[config.mk]
export PLATFORM = sky130hd
export DESIGN_NAME = seq_bin_to_bcd
export DESIGN_NICKNAME = d
export VERILOG_FILES = /design/src/rtl/seq_bin_to_bcd.sv
export SDC_FILE = /design/constraint.sdc
export NUM_CORES = 1
export LEC_CHECK = 0
export CAP_MARGIN = 5
export CORE_ASPECT_RATIO = 0.6
export CORE_UTILIZATION = 30
export CTS_BUF_LIST = sky130_fd_sc_hd__clkbuf_16
export DETAILED_ROUTE_END_ITERATION = 16
export MAX_ROUTING_LAYER = met4
export PLACE_DENSITY = 0.51
export SLEW_MARGIN = 20
export SYNTH_ARGS = -nofsm -noshare
export SYNTH_HDL_FRONTEND = slang
export SYNTH_SLANG_ARGS = --single-unit
[constraint.sdc]
create_clock -name clk -period 1.9 [get_ports clk]
set_clock_uncertainty 0.05 [all_clocks]
set_input_delay 0.19 -clock clk [delete_from_list [all_inputs] [get_ports clk]]
set_output_delay 0.19 -clock clk [all_outputs]
set_load 0.02 [all_outputs]
[src/rtl/seq_bin_to_bcd.sv]
// Sequential binary-to-BCD converter using shift-and-add-3, one input bit per clock.
// Adds a start/busy/done handshake and a saturating overflow flag.
module seq_bin_to_bcd #(
    parameter int WIDTH  = 16,
    parameter int DIGITS = 4
) (
    input  logic                  clk,
    input  logic                  reset,
    input  logic                  start,
    input  logic [WIDTH-1:0]      bin,
    output logic                  busy,
    output logic                  done,
    output logic [4*DIGITS-1:0]   bcd,
    output logic                  overflow
);

    localparam int CW = $clog2(WIDTH + 1);

    typedef enum logic {IDLE, CONV} state_t;

    state_t              state, state_next;
    logic [WIDTH-1:0]    shift_reg, shift_shifted;
    logic [4*DIGITS-1:0] digits, corrected, digits_shifted;
    logic [CW-1:0]       count;
    logic                track, track_next, carry_out, last_iter;

    // One double-dabble step: correct each digit, then shift the operand MSB into digit 0.
    always_comb begin
        corrected = digits;
        for (int k = 0; k < DIGITS; k++) begin
            if (digits[4*k +: 4] >= 4'd5) begin
                corrected[4*k +: 4] = digits[4*k +: 4] + 4'd3;
            end
        end
        {carry_out, digits_shifted} = {corrected, shift_reg[WIDTH-1]};
        shift_shifted = shift_reg << 1;
        track_next    = track | carry_out;
        last_iter     = (count == CW'(1));

        state_next = state;
        busy       = 1'b0;
        case (state)
            IDLE: if (start) state_next = CONV;
            CONV: begin
                busy = 1'b1;
                if (last_iter) state_next = IDLE;
            end
            default: state_next = IDLE;
        endcase
    end

    // Results are registered on the last iteration and held until the next completion.
    always_ff @(posedge clk) begin
        if (reset) begin
            state     <= IDLE;
            shift_reg <= '0;
            digits    <= '0;
            count     <= '0;
            track     <= 1'b0;
            done      <= 1'b0;
            bcd       <= '0;
            overflow  <= 1'b0;
        end else begin
            state <= state_next;
            done  <= 1'b0;
            case (state)
                IDLE: begin
                    if (start) begin
                        shift_reg <= bin;
                        digits    <= '0;
                        track     <= 1'b0;
                        count     <= CW'(WIDTH);
                    end
                end
                CONV: begin
                    shift_reg <= shift_shifted;
                    digits    <= digits_shifted;
                    track     <= track_next;
                    count     <= count - CW'(1);
                    if (last_iter) begin
                        bcd      <= track_next ? {DIGITS{4'h9}} : digits_shifted;
                        overflow <= track_next;
                        done     <= 1'b1;
                    end
                end
                default: ;
            endcase
        end
    end

endmodule

======== After elaboration in Yosys (flattened, before gate mapping) ========
Index checks and enable logic that the tools add are counted.
word-level totals
  flip-flop bits (word level) ............. 57
  input port bits ......................... 19
  logic and storage cells ................. 41
cells by class
  add/sub/neg operators ................... 5
  order comparisons ....................... 4
  equality and inequality tests ........... 2
  mux-type cells .......................... 18
  bitwise logic cells ..................... 2
  reduce and logical (&&, ||, !) cells .... 2
operator list
  kind                   count
  $pmux W16 S2           2
  $mux W16               3
  $add A4 B2 Y4 const B  4
  $ge A4 B3 Y1 const B   4
  $mux W4                4
  $pmux W5 S2            1
  $eq A5 B1 Y1 const B   1
  $mux W1                5
  $mux W5                1
  $sub A5 B1 Y5 const B  1
  $pmux W1 S2            2
  $ne A2 B2 Y1 const B   1
  $reduce_and A2 Y1      1
  $reduce_or A2 Y1       1
  $not A1 Y1             1
  $or A1 B1 Y1           1

======== Longest topological paths before layout ========
  word-level depth ........................ 4
  depth in mapped cells ................... 7
  depth with buffers taken out ............ 6

======== Worst setup path before layout ========
No wires, ideal clock.
  path type ............................... reg-to-reg
  start ................................... reg digits[13]
  end ..................................... reg bcd[15]
  arrival ................................. 1.433 ns
  slack ................................... 0.267 ns
  cell stages (with the launch flop) ...... 7
  path buffers ............................ 0
  period minus slack after synthesis ...... 1.633 ns
  cells stage by stage .................... dfxtp_1 > inv_1 > ha_1 > nand2b_1 > nor3b_2 > nor4b_4 > a311oi_1
between the ends
  longest elaborated chain between the ends .. 4
RTL lines
  item                                           line    RTL
  from (decl)                                    23      logic [4*DIGITS-1:0] digits, corrected, digits_shifted;
  from (signal assigned)                         77      digits <= digits_shifted;
  $add A4 B2 Y4 or $ge A4 B3 Y1 (tied branches)  32, 31
  $mux W4 (*)                                    31      if (digits[4*k +: 4] >= 4'd5) begin
  $or A1 B1 Y1                                   37      track_next = track | carry_out;
  $mux W16 (*)                                   81      bcd <= track_next ? {DIGITS{4'h9}} : digits_shifted;
  to (signal assigned)                           81
  to (decl)                                      13      output logic [4*DIGITS-1:0] bcd,
Every way passes the cells marked *; elsewhere a longest branch is shown, timed or not.
A chain may end at the register's enable or synchronous reset.

======== Final worst setup path ========
  start ................................... reg digits[12]
  end ..................................... reg bcd[7]
between the ends
  longest elaborated chain between the ends .. 4
RTL lines
  item                                           line
  $add A4 B2 Y4 or $ge A4 B3 Y1 (tied branches)  32, 31
  $mux W4 (*)                                    31
  $or A1 B1 Y1 (*)                               37
  $mux W16 (*)                                   81
Marks and branches as above.

==> summary.txt <==
Synthesis
  – Post-Syn Instances: 295
  – Synthesized flop and latch total: 57
  – Post-Syn Nets: 324
  – Top FF cell, synth: dfxtp_1
  – Register area share after synthesis: 43.5%
  – Yosys top cell by area: dfxtp_1
  – Yosys top cell area share: 43.5%
  – Library cells used by synthesis: 35
  – Async S/R FF share, synth: 0%
  – Synth Cell Area: 0.00262 mm²
  – Post-synth EDFFs: 0
  – Ranking of synthesized cells by area: dfxtp_1 44%, nor2_1 8.2%, mux2i_1 7.6%, a21oi_1 5.7%, ha_1 4.8%
  – Warnings, synthesis: 0
  – Syn avg cell area: 8.89 µm²

Timing
  – Period utilization: 90.3%
  – Fin. max-slew vios: 0
  – Min cycle time layout: 1.72 ns
  – Max_slew headroom: 51.0%
  – RSZ-0062 raised after global routing: false
  – Slew of the pin with the lowest slew margin: 0.733 ns
  – Setup TNS Final: 0 ns
  – Final setup viols: 0
  – Fin. Hold Viols: 0
  – Highest clock rate: 0.583 GHz

Min path
  – Worst hold path type: reg -> reg
  – Start point of the worst hold path: bcd[10]
  – WHS Endpoint: bcd[10]
  – Hold Path Depth: 1

Layout
  – Nets: 368
  – Area added between synthesis and finish: 32.4%
  – Layout Cells excl Fill: 452
  – Layout cells sized above 1: 9.59%
  – Filler cells: 826
  – Most common cell after layout, fill and taps aside: nor2_1
  – Diode count: 0
  – Final Cell Area: 0.00347 mm²
  – Most frequent cells in the layout: 57 x nor2_1, 56 x dfxtp_1, 36 x clkdlybuf4s50_1, 30 x a21oi_1, 20 x mux2i_1

Global route
  – Largest net degree at the start of global routing: 52
  – Gr ovfl total: 0
  – First-pass GRT wire length: 10,300 µm
  – Initial antenna violation count: 0
  – GRT Resource Usage Total: 16.2%
  – Vias in the first global route: 2,034

Detailed routing
  – ANT nets after route: 0
  – Post-DR wirelength/cell: 14.2 µm
  – 1st-pass router iterations: 4
  – # DRC: 0
  – Post-Route WL: 6400 µm
  – DR vias/cell: 4.88
  – DR vias: 2,206
  – Initial DRC Count: 126

Critical path
  – Worst setup SP type: register
  – Worst r2r path cells: 7
  – Worst Path Required: 2.08 ns
  – Kind of critical path: reg -> reg
  – Critical path peak fanout: 6
  – R2r setup slk: 0.18 ns
  – FF-to-FF End: bcd[7]
  – Critical Path AT: 1.90 ns
  – Crit. End Element: register
  – R2R Path Start: digits[12]

Power and ir drop
  – PwrDens: 888 mW/mm²
  – Cell leakage power: 1.36 nW
  – Worst vdd ir: 0.411 mV

Clock tree
  – Clock sink count: 57
  – Clock buffer count from CTS: 9
  – CTS tree: done
  – CTS Root Cell: clkbuf_16
  – Hold-fix buffers, CTS: 0
  – Worst-path clk slew: 0.05 ns
  – Worst-skew pair later-pin latency: 0.33 ns
  – H-tree levels: 3
  – Longest Clk Path Bufs: 2

Run status
  – Status: complete, no violations

Placement
  – IO Port Bufs: 37
  – DP Cell Count: 434
  – Placer Congestion: 0.770
  – Post-DP Area: 0.00316 mm²
  – Detailed placer's ending HPWL: 4330 µm

Die
  – Num ports: 38
  – Initial core utilization: 32.1%
  – Num rows: 25
  – Core Region: 0.00816 mm²
  – Die Y: 74.4 µm
  – Width of the chip: 123 µm
  – DIE AREA: 0.00913 mm²

Flow run
  – Max-cap viol count: 0
==> Yosys cell counts (2+ instances only) <==
master / instances
and2_1: 3
o21ba_2: 3
a211oi_1: 6
xnor2_1: 4
inv_1: 14
o21ai_0: 10
and3_1: 3
nor3_1: 6
nand2b_1: 6
a311oi_1: 6
a32o_1: 7
buf_1: 4
mux2i_1: 20
nand2_1: 9
a22o_1: 9
a21oi_1: 30
nand3_1: 4
clkbuf_1: 7
dfxtp_1: 57
buf_2: 4
nor2b_1: 2
ha_1: 10
nor3b_1: 3
nor2_1: 57
==> cells by family after synthesis <==
| group | synth area share [%] |
|---|---|
| buf+inv | 4.34 |
| flops | 43.5 |
| fa+ha+maj | 4.77 |
| mux | 7.64 |
| simple gates | 19.5 |
| xor+xnor | 1.34 |
| compound gates | 18.9 |
==> worst max-delay path: stages (launching register included) <==
cell	delay [ns]
dfxtp_2	0.37
inv_1	0.06
ha_1	0.24
nand2b_1	0.10
nor3b_4	0.31
nor4b_4	0.08
buf_4	0.17
a311oi_1	0.24
==> through the flow <==
| step | hold slack, ns | worst slack (ns) | utilization [%] | total power, mW |
|---|---|---|---|---|
| 2_1_floorplan | 0.335 | 0.267 | - | 1.46 |
| 3_3_place_gp | 0.421 | 0.00709 | 38.7 | 1.58 |
| 3_5_place_dp | 0.416 | -0.0401 | 38.7 | 1.58 |
| 4_1_cts | 0.435 | 0.00738 | 42.3 | 3.13 |
| 5_1_grt | 0.461 | 0.0279 | 42.5 | 3.22 |
| 6_report | 0.430 | 0.185 | 42.5 | 3.08 |
==> worst max-delay path by stage <==
| stage | from | endpoint | slack, ns | cells after the start |
|---|---|---|---|---|
| detailed placement | digits[13] | bcd[15] | -0.04 | 6 |
| global placement | reset | bcd[1] | 0.007 | 5 |
| floorplan | digits[13] | bcd[15] | 0.27 | 6 |
| finish | digits[12] | bcd[7] | 0.18 | 7 |
| global route | count[1] | bcd[14] | 0.03 | 6 |
| CTS | state | busy | 0.007 | 2 |
==> final cells by class <==
cell class	count	area [µm²]	area share, %
multi-input combinational	209	1380	39.7
sequential	57	1140	32.9
timing repair buffer	48	480	13.8
clock buffer	9	225	6.49
tap	108	135	3.89
clock inverter	7	55.1	1.59
inverter	14	52.6	1.51
==> power breakdown <==
part | switching, mW | total, mW | internal [mW] | leakage (nW)
Combinational | 0.156 | 0.290 | 0.135 | 0.745
Sequential | 0.0357 | 1.27 | 1.24 | 0.464
Clock | 0.528 | 1.52 | 0.987 | 0.150
Total | 0.720 | 3.08 | 2.36 | 1.36
==> metal layers <==
layer	up-vias	GRT usage, %	wire length, µm
li1	1126	-	-
met1	1009	21.4	3300
met2	61	21.2	2560
met3	10	6.90	432
met4	0	6.78	111
met5	-	-	0
==> what timing repair did <==
item | in CTS | in global routing
resized for setup | 0 | 4
setup buffers | 2 | 0
setup endpoints to repair | 9 | 13
cloned | 0 | 0
pin swaps | 1 | 0
No activity file was read; power rests on OpenSTA's default activity.
